--- src/rtl/fwd_hazard_unit_pkg.sv ---
// Shared types and helpers for the forwarding/hazard unit (package fwd_pkg).
// Stage entries keep dst zero-extended to FWD_DST_W bits, so one struct serves every REG_ADDR_W up to 8.
package fwd_pkg;

  localparam int FWD_DST_W  = 8;
  localparam int FWD_SEL_RF = 0;

  typedef struct packed {
    logic                 valid;
    logic [FWD_DST_W-1:0] dst;
    logic                 wr_en;
    logic                 is_load;
  } fwd_entry_t;

  function automatic int sel_w(input int depth);
    return $clog2(depth + 1);
  endfunction

endpackage

--- src/rtl/fwd_hazard_unit_if.sv ---
// Decode-stage bundle between the pipeline and the forwarding/hazard unit.
// stall_cnt exists only when FWD_PERF_CNT_EN is defined.
interface fwd_hazard_unit_if #(
  parameter int REG_ADDR_W = 3,
  parameter int NUM_SRC    = 2,
  parameter int DEPTH      = 2
);
  import fwd_pkg::*;

  localparam int SEL_W = sel_w(DEPTH);

  logic                          id_valid;
  logic [NUM_SRC*REG_ADDR_W-1:0] id_src;
  logic [REG_ADDR_W-1:0]         id_dst;
  logic                          id_wr_en;
  logic                          id_is_load;
  logic                          flush;
  logic [NUM_SRC*SEL_W-1:0]      fwd_sel;
  logic                          stall;
`ifdef FWD_PERF_CNT_EN
  logic [15:0]                   stall_cnt;
`endif

  modport master (
    output id_valid, id_src, id_dst, id_wr_en, id_is_load, flush,
    input  fwd_sel, stall
`ifdef FWD_PERF_CNT_EN
    , input stall_cnt
`endif
  );

  modport slave (
    input  id_valid, id_src, id_dst, id_wr_en, id_is_load, flush,
    output fwd_sel, stall
`ifdef FWD_PERF_CNT_EN
    , output stall_cnt
`endif
  );

endinterface

--- src/rtl/fwd_hazard_unit_match.sv ---
// One source operand against all tracked stages: youngest-producer select plus load-hit flag.
module fwd_match
  import fwd_pkg::*;
#(
  parameter int REG_ADDR_W = 3,
  parameter int DEPTH      = 2,
  parameter int LOAD_STALL = 1,
  parameter int ZERO_REG   = 1,
  parameter int SEL_W      = 2
) (
  input  logic [REG_ADDR_W-1:0]   src,
  input  fwd_entry_t [DEPTH-1:0]  stages,
  output logic [SEL_W-1:0]        sel,
  output logic                    load_hit
);

  logic             src_zero;
  logic [DEPTH-1:0] hit;

  assign src_zero = (ZERO_REG != 0) && (src == '0);

  always_comb begin
    hit = '0;
    for (int k = 0; k < DEPTH; k++) begin
      hit[k] = stages[k].valid && stages[k].wr_en && !src_zero &&
               (stages[k].dst == FWD_DST_W'(src));
    end
  end

  // Walk oldest to youngest so the youngest match overwrites any older one.
  always_comb begin
    sel      = SEL_W'(FWD_SEL_RF);
    load_hit = 1'b0;
    for (int k = DEPTH - 1; k >= 0; k--) begin
      if (hit[k]) sel = SEL_W'(k + 1);
    end
    for (int k = 0; k < DEPTH; k++) begin
      if ((k < LOAD_STALL) && hit[k] && stages[k].is_load) load_hit = 1'b1;
    end
  end

endmodule

--- src/rtl/fwd_hazard_unit.sv ---
// Forwarding and load-use hazard unit: shadow pipeline of in-flight writes, per-source forward select.
// Optional stall-cycle counter enabled by FWD_PERF_CNT_EN.
module fwd_hazard_unit
  import fwd_pkg::*;
#(
  parameter int REG_ADDR_W = 3,
  parameter int NUM_SRC    = 2,
  parameter int DEPTH      = 2,
  parameter int LOAD_STALL = 1,
  parameter int ZERO_REG   = 1
) (
  input  logic               clk,
  input  logic               rst_n,
  fwd_hazard_unit_if.slave   bus
);

  localparam int SEL_W = sel_w(DEPTH);

  fwd_entry_t [DEPTH-1:0]            stage_q;
  logic [NUM_SRC-1:0][SEL_W-1:0]     sel_raw;
  logic [NUM_SRC-1:0]                load_hit;
  logic                              stall;
  fwd_entry_t                        id_entry;

  for (genvar i = 0; i < NUM_SRC; i++) begin : g_src
    fwd_match #(
      .REG_ADDR_W (REG_ADDR_W),
      .DEPTH      (DEPTH),
      .LOAD_STALL (LOAD_STALL),
      .ZERO_REG   (ZERO_REG),
      .SEL_W      (SEL_W)
    ) u_match (
      .src      (bus.id_src[i*REG_ADDR_W +: REG_ADDR_W]),
      .stages   (stage_q),
      .sel      (sel_raw[i]),
      .load_hit (load_hit[i])
    );
  end

  assign stall       = bus.id_valid && !bus.flush && (|load_hit);
  assign bus.stall   = stall;
  assign bus.fwd_sel = bus.id_valid ? sel_raw : '0;

  assign id_entry = '{valid:   1'b1,
                      dst:     FWD_DST_W'(bus.id_dst),
                      wr_en:   bus.id_wr_en,
                      is_load: bus.id_is_load};

  // Older stages keep advancing during a stall; only stage 1 takes a bubble.
  always_ff @(posedge clk or negedge rst_n) begin
    if (!rst_n) begin
      stage_q <= '0;
    end else if (bus.flush) begin
      stage_q <= '0;
    end else begin
      stage_q[0] <= (stall || !bus.id_valid) ? fwd_entry_t'('0) : id_entry;
      for (int k = 1; k < DEPTH; k++) begin
        stage_q[k] <= stage_q[k-1];
      end
    end
  end

`ifdef FWD_PERF_CNT_EN
  logic [15:0] stall_cnt_q;

  always_ff @(posedge clk or negedge rst_n) begin
    if (!rst_n) begin
      stall_cnt_q <= '0;
    end else if (stall && (stall_cnt_q != 16'hFFFF)) begin
      stall_cnt_q <= stall_cnt_q + 16'd1;
    end
  end

  assign bus.stall_cnt = stall_cnt_q;
`endif

endmodule

--- src/flat_wrapper.sv ---
// flat-port wrapper written by rule: the top's interface ports become plain ports
module fwd_hazard_unit_flat import fwd_pkg::*;
#(
  parameter int REG_ADDR_W = 3,
  parameter int NUM_SRC    = 2,
  parameter int DEPTH      = 2,
  parameter int LOAD_STALL = 1,
  parameter int ZERO_REG   = 1
)
  (clk, rst_n, bus_id_valid, bus_id_src, bus_id_dst, bus_id_wr_en, bus_id_is_load, bus_flush, bus_fwd_sel, bus_stall);
  fwd_hazard_unit_if #(.REG_ADDR_W(REG_ADDR_W), .NUM_SRC(NUM_SRC), .DEPTH(DEPTH)) bus_i ();
  input  logic clk;
  input  logic rst_n;
  input wire logic [$bits(bus_i.id_valid)-1:0] bus_id_valid;
  input wire logic [$bits(bus_i.id_src)-1:0] bus_id_src;
  input wire logic [$bits(bus_i.id_dst)-1:0] bus_id_dst;
  input wire logic [$bits(bus_i.id_wr_en)-1:0] bus_id_wr_en;
  input wire logic [$bits(bus_i.id_is_load)-1:0] bus_id_is_load;
  input wire logic [$bits(bus_i.flush)-1:0] bus_flush;
  output wire logic [$bits(bus_i.fwd_sel)-1:0] bus_fwd_sel;
  output wire logic [$bits(bus_i.stall)-1:0] bus_stall;
  assign bus_i.id_valid = bus_id_valid;
  assign bus_i.id_src = bus_id_src;
  assign bus_i.id_dst = bus_id_dst;
  assign bus_i.id_wr_en = bus_id_wr_en;
  assign bus_i.id_is_load = bus_id_is_load;
  assign bus_i.flush = bus_flush;
  assign bus_fwd_sel = bus_i.fwd_sel;
  assign bus_stall = bus_i.stall;
  fwd_hazard_unit #(.REG_ADDR_W(REG_ADDR_W), .NUM_SRC(NUM_SRC), .DEPTH(DEPTH), .LOAD_STALL(LOAD_STALL), .ZERO_REG(ZERO_REG)) u_core (.clk(clk), .rst_n(rst_n), .bus(bus_i));
endmodule
--- config.mk ---
export PLATFORM = sky130hd
export DESIGN_NAME = fwd_hazard_unit_flat
export DESIGN_NICKNAME = d
export VERILOG_FILES = /design/src/rtl/fwd_hazard_unit_pkg.sv /design/src/rtl/fwd_hazard_unit_if.sv /design/src/rtl/fwd_hazard_unit_match.sv /design/src/rtl/fwd_hazard_unit.sv /design/src/flat_wrapper.sv
export SDC_FILE = /design/constraint.sdc
export NUM_CORES = 1
export LEC_CHECK = 0
export CORE_AREA = 10 10 50 52
export DETAILED_ROUTE_END_ITERATION = 12
export DIE_AREA = 0 0 60 62
export PLACE_DENSITY_LB_ADDON = 0.15
export SLEW_MARGIN = 5
export SYNTH_ARGS = -nofsm -noshare
export SYNTH_HDL_FRONTEND = slang
export SYNTH_SLANG_ARGS = --single-unit
--- constraint.sdc ---
create_clock -name clk -period 1.8 [get_ports clk]
set_input_delay 0.36 -clock clk [delete_from_list [all_inputs] [get_ports clk]]
set_output_delay 0.36 -clock clk [all_outputs]
set_load 0.02 [all_outputs]
Word level (Yosys, flattened, before mapping)
Index checks and enable logic that the tools add are counted.
{"block": "word_totals", "reg_bits": 21, "out_inout_bits": 5, "elab_cells": 42}
{"block": "op_classes", "eq_ne": 4, "muxes": 9, "n_reduce_logical": 22}
{"op": "$eq 8x3->1", "n": 4}
{"op": "$mux 22", "n": 1}
{"op": "$logic_and 1x1->1", "n": 14}
{"op": "$mux 11", "n": 1}
{"op": "$mux 2", "n": 4}
{"op": "$logic_not 3->1", "n": 2}
{"op": "$logic_not 1->1", "n": 4}
{"op": "$mux 4", "n": 1}
{"op": "$mux 1", "n": 2}
{"op": "$reduce_or 2->1", "n": 1}
{"op": "$logic_or 1x1->1", "n": 1}

Longest topological paths before layout
{"block": "logic_depth", "depth_word": 11, "depth_mapped": 4, "ltp_nobuf": 4}

Cells and area by module
A second synthesis with hierarchy kept.
{"block": "hier_totals", "cells_unflattened": 73, "area_unflattened_um2": 733.2}
{"mod": "fwd_hazard_unit", "instances": 1, "cells_each": 31, "area_per_inst_um2": 447.9, "seq_area_each_um2": 300.3}
{"mod": "fwd_match", "instances": 2, "cells_each": 21, "area_per_inst_um2": 142.6, "seq_area_each_um2": 0.0}

Worst setup path before layout
Ideal clock, no wire load.
{"block": "synth_path", "path_kind": "register to output", "from": "register u_core.stage_q[4] in the netlist's numbering", "to": "output port bus_fwd_sel[3]", "arrival_ns": 1.418, "path_slack_ns": 0.022, "stages_incl_launch_ff": 5, "path_buffers": 0, "path_cell_list": "dfrtp_1 or2b_2 o2111ai_4 nor3b_2 nor3_1"}
{"block": "synth_via", "elab_chain_len": 4}
{"element": "start, declared", "line_no": "fwd_hazard_unit.sv:19", "source": "fwd_entry_t [DEPTH-1:0] stage_q;"}
{"element": "start signal, assigned by index", "line_no": "fwd_hazard_unit.sv:58", "source": "stage_q[k] <= stage_q[k-1];"}
{"element": "$eq 8x3->1", "line_no": "fwd_hazard_unit_match.sv:26", "source": "(stages[k].dst == FWD_DST_W'(src));"}
{"element": "$logic_and 1x1->1", "line_no": "fwd_hazard_unit_match.sv:25", "source": "hit[k] = stages[k].valid && stages[k].wr_en && !src_zero &&"}
{"element": "$mux 2", "line_no": "fwd_hazard_unit_match.sv:35", "source": "if (hit[k]) sel = SEL_W'(k + 1);"}
{"element": "$mux 4", "line_no": "fwd_hazard_unit.sv:42", "source": "assign bus.fwd_sel = bus.id_valid ? sel_raw : '0;"}
{"element": "end, declared", "line_no": "flat_wrapper.sv:20", "source": "output wire logic [$bits(bus_i.fwd_sel)-1:0] bus_fwd_sel;"}
Every way passes these cells.

Final worst setup path
{"block": "layout_path", "from": "register u_core.stage_q[4] in the netlist's numbering", "to": "output port bus_stall"}
{"block": "layout_via", "elab_chain_len": 6, "elab_cells_between_ends": 10, "classes_between": "eq/ne (2); mux (2); reduce/logical (6)"}
{"element": "$eq 8x3->1", "line_no": "fwd_hazard_unit_match.sv:26"}
{"element": "$logic_and 1x1->1", "line_no": "fwd_hazard_unit_match.sv:25"}
{"element": "$logic_and 1x1->1", "line_no": "fwd_hazard_unit_match.sv:38", "source": "if ((k < LOAD_STALL) && hit[k] && stages[k].is_load) load_hit = 1'b1;"}
{"element": "$mux 1", "line_no": "fwd_hazard_unit_match.sv:38"}
{"element": "$reduce_or 2->1 *", "line_no": "fwd_hazard_unit.sv:40", "source": "assign stall = bus.id_valid && !bus.flush && (|load_hit);"}
{"element": "$logic_and 1x1->1 *", "line_no": "fwd_hazard_unit.sv:40"}
{"element": "end, declared", "line_no": "flat_wrapper.sv:21", "source": "output wire logic [$bits(bus_i.stall)-1:0] bus_stall;"}
Mark *: on every way between the ends. The rest lies on a longest branch, timed or not.

==> results.cfg <==
[run_status]
outcome = finished with violations
violations = setup timing

[route]
drtIter0Drc = 3
num_vias = 647
drtPass1Iterations = 2
wl_per_cell_um = 16.91
routed_wl_um = 2097
viasPerCell = 5.218
drtAntennaViolNets = 0
drc = 0

[sta]
worstMarginPinSlew_ns = 0.4996
fin_worst_skew_ns = 0.005771
grt_setup_unrepaired = true
finalCriticalPeriod_ns = 2.002
finalSetupViolCount = 5
slew_headroom_pct = 66.59
slew_violations = 0
layout_worst_path_cycle_share_pct = 111.2
hold_viol_final = 0
max_freq_mhz = 499.5
finalWorstSetupSlack_ns = -0.2021

[layout]
final_cell_mix = buf_4, dfrtp_1, clkdlybuf4s50_1, nor3b_1, nor2_1
largest_reg_flops = 11
antenna_cells = 0
layout_commonest_cell = buf_4
final_util_pct = 71.55
nets = 123
final-instance-count-excl-fill = 124
reg.largest.list = u_core.stage_q: 11 flops
syn_to_final_growth_pct = 72.20
largest_register = u_core.stage_q
drive_gt1_share_pct = 46.73

[pwr]
power_density_mw_per_mm2 = 490.4
ir_drop_uv = 353.5
cellLeakagePower_uw = 0.0005070

[synthesis]
synth.top_cell.area_share_pct = 41.04
mappedNetlistArea_um2 = 670.6
synth.distinct_cells = 26
synth_area_leaders = dfrtp_1, nor3b_1, xnor2_1, o2111ai_4, o311ai_4
async_reset_ff_share_pct = 100.0
ys_warn_count = 0
synthesis.nets = 77
yosys.area.top_type = dfrtp_1
synth_flop_cell = dfrtp_1
synthCells = 62
ys_seq_elements = 11
ys_seq_area_share_pct = 41.04
synth-edff-count = 0
avgSynthCellArea_um2 = 10.82

[worst_setup_path]
path_max_fanout = 7
end_kind = output pin
r2r_setup_slack_ns = 0.04
crit_type = reg2out
arrival_ns = 1.64
slowest_delay_ns = 0.48
slowest_stage = dfrtp_2
cp-start-kind = flip-flop
crit_path_frequent_cell = buf_6
worstPathCellList = buf_6 > nand2b_4 > o2111ai_4 > nor3b_4 > o2111a_1 > buf_6
worstPathRequired_ns = 1.44

[clock_network]
cts_root_buf = clkbuf_4
clock_sinks = 11
htree_num_levels = 1
tritoncts = done
clk_path_buf_depth = 2
cts_made_buffers = 3
clkSlewWorstSetupHoldPaths_ns = 0.07
clock_latency_ns = 0.27

[die]
die_area_mm2 = 0.003720
coreArea_mm2 = 0.001614
start_util_pct = 41.55
die_height_um = 62
num_rows = 15
die_w_um = 60
ios = 20

[grt]
grt_pass1_vias = 678
grt_antenna_before_repair = 0
overflow = 0
grt_start_max_net_pins = 12
grt_util_all_layers_pct = 11.07
grt_first_pass_wirelength_um = 3015

[placement]
hpwl_um = 1446
place_inst = 113
gp_congestion = 0.8462
io_buffer_count = 19

[worst_hold_path]
hold_class = in2async

[flow_run]
drv_cap = 0
## through the flow
| step | hold slack (ns) | power, uW | area, um^2 | TNS [ns] | setup slack (ns) |
|---|---|---|---|---|---|
| 2_1_floorplan | 0.06441 | 307.8 | 670.6 | 0 | 0.02191 |
| 3_3_place_gp | 0.4688 | 380.3 | 994.7 | -4.724 | -0.8337 |
| 3_5_place_dp | 0.4747 | 382.4 | 994.7 | -5.066 | -0.8559 |
| 4_1_cts | 0.4413 | 561.2 | 1095 | -0.7312 | -0.2015 |
| 5_1_grt | 0.4534 | 590.5 | 1155 | -1.222 | -0.2716 |
| 6_report | 0.4201 | 566.4 | 1155 | -0.7675 | -0.2021 |
## cells by family (layout without fill, tap and decap cells)
kind of cell	count (synthesis)	in the layout	synth area share, %
simple gates	33	33	31.34
flops	11	11	41.04
xor+xnor	7	7	9.142
buf+inv	2	47	1.120
compound gates	9	9	17.35
## cell usage after synthesis (2+ instances only)
cell / number
nor3_1: 2
and2_1: 3
inv_1: 2
a21oi_1: 2
nand2_1: 2
xnor2_1: 6
dfrtp_1: 11
nor3b_1: 7
nor2_1: 5
nor2b_1: 4
nand4_1: 3
## power by group
part / total [uW] / switching (uW) / internal [uW]
combinational: 132 / 56.5 / 75.8
sequential: 265 / 9.07 / 256
clock: 169 / 83.5 / 85.8
total: 566 / 149 / 417
## area by class of cell
cell class	count	area [um^2]
multi-input combinational	49	474.2
fill	132	459.2
timing repair buffer	41	349.1
sequential	11	276.5
clock buffer	4	26.28
tap	17	21.27
inverter	2	7.507
## metal layers
layer | track usage, % | routed length, um | vias up
li1 | - | - | 314
met1 | 10.77 | 776 | 311
met2 | 19.41 | 1146 | 18
met3 | 4.268 | 135 | 4
met4 | 6.731 | 39 | 0
met5 | 0 | 0 | -
## final timing paths
path,cells after the start,from,end
worst max-delay path,6,u_core.stage_q[4],bus_stall
worst min-delay path,1,rst_n,u_core.stage_q[14]
worst max register to register,8,u_core.stage_q[4],u_core.stage_q[1]
worst min register to register,1,u_core.stage_q[10],u_core.stage_q[21]
max in group asynchronous,1,rst_n,u_core.stage_q[4]
min in group clk,1,u_core.stage_q[10],u_core.stage_q[21]
## what timing repair did
| item | CTS | global route |
|---|---|---|
| setup buffers | 4 | 3 |
| hold buffers | 0 | 0 |
| setup endpoints to repair | 5 | 5 |
| pin swaps | 9 | 8 |
| gates resized for setup | 48 | 9 |
## critical path, delay by kind of cell, from the launching register on
family / cells / cell delay (ns)
flops: 1 / 0.48
compound gates: 2 / 0.33
simple gates: 2 / 0.29
buf+inv: 2 / 0.27
Power figures use the tool's default switching activity.
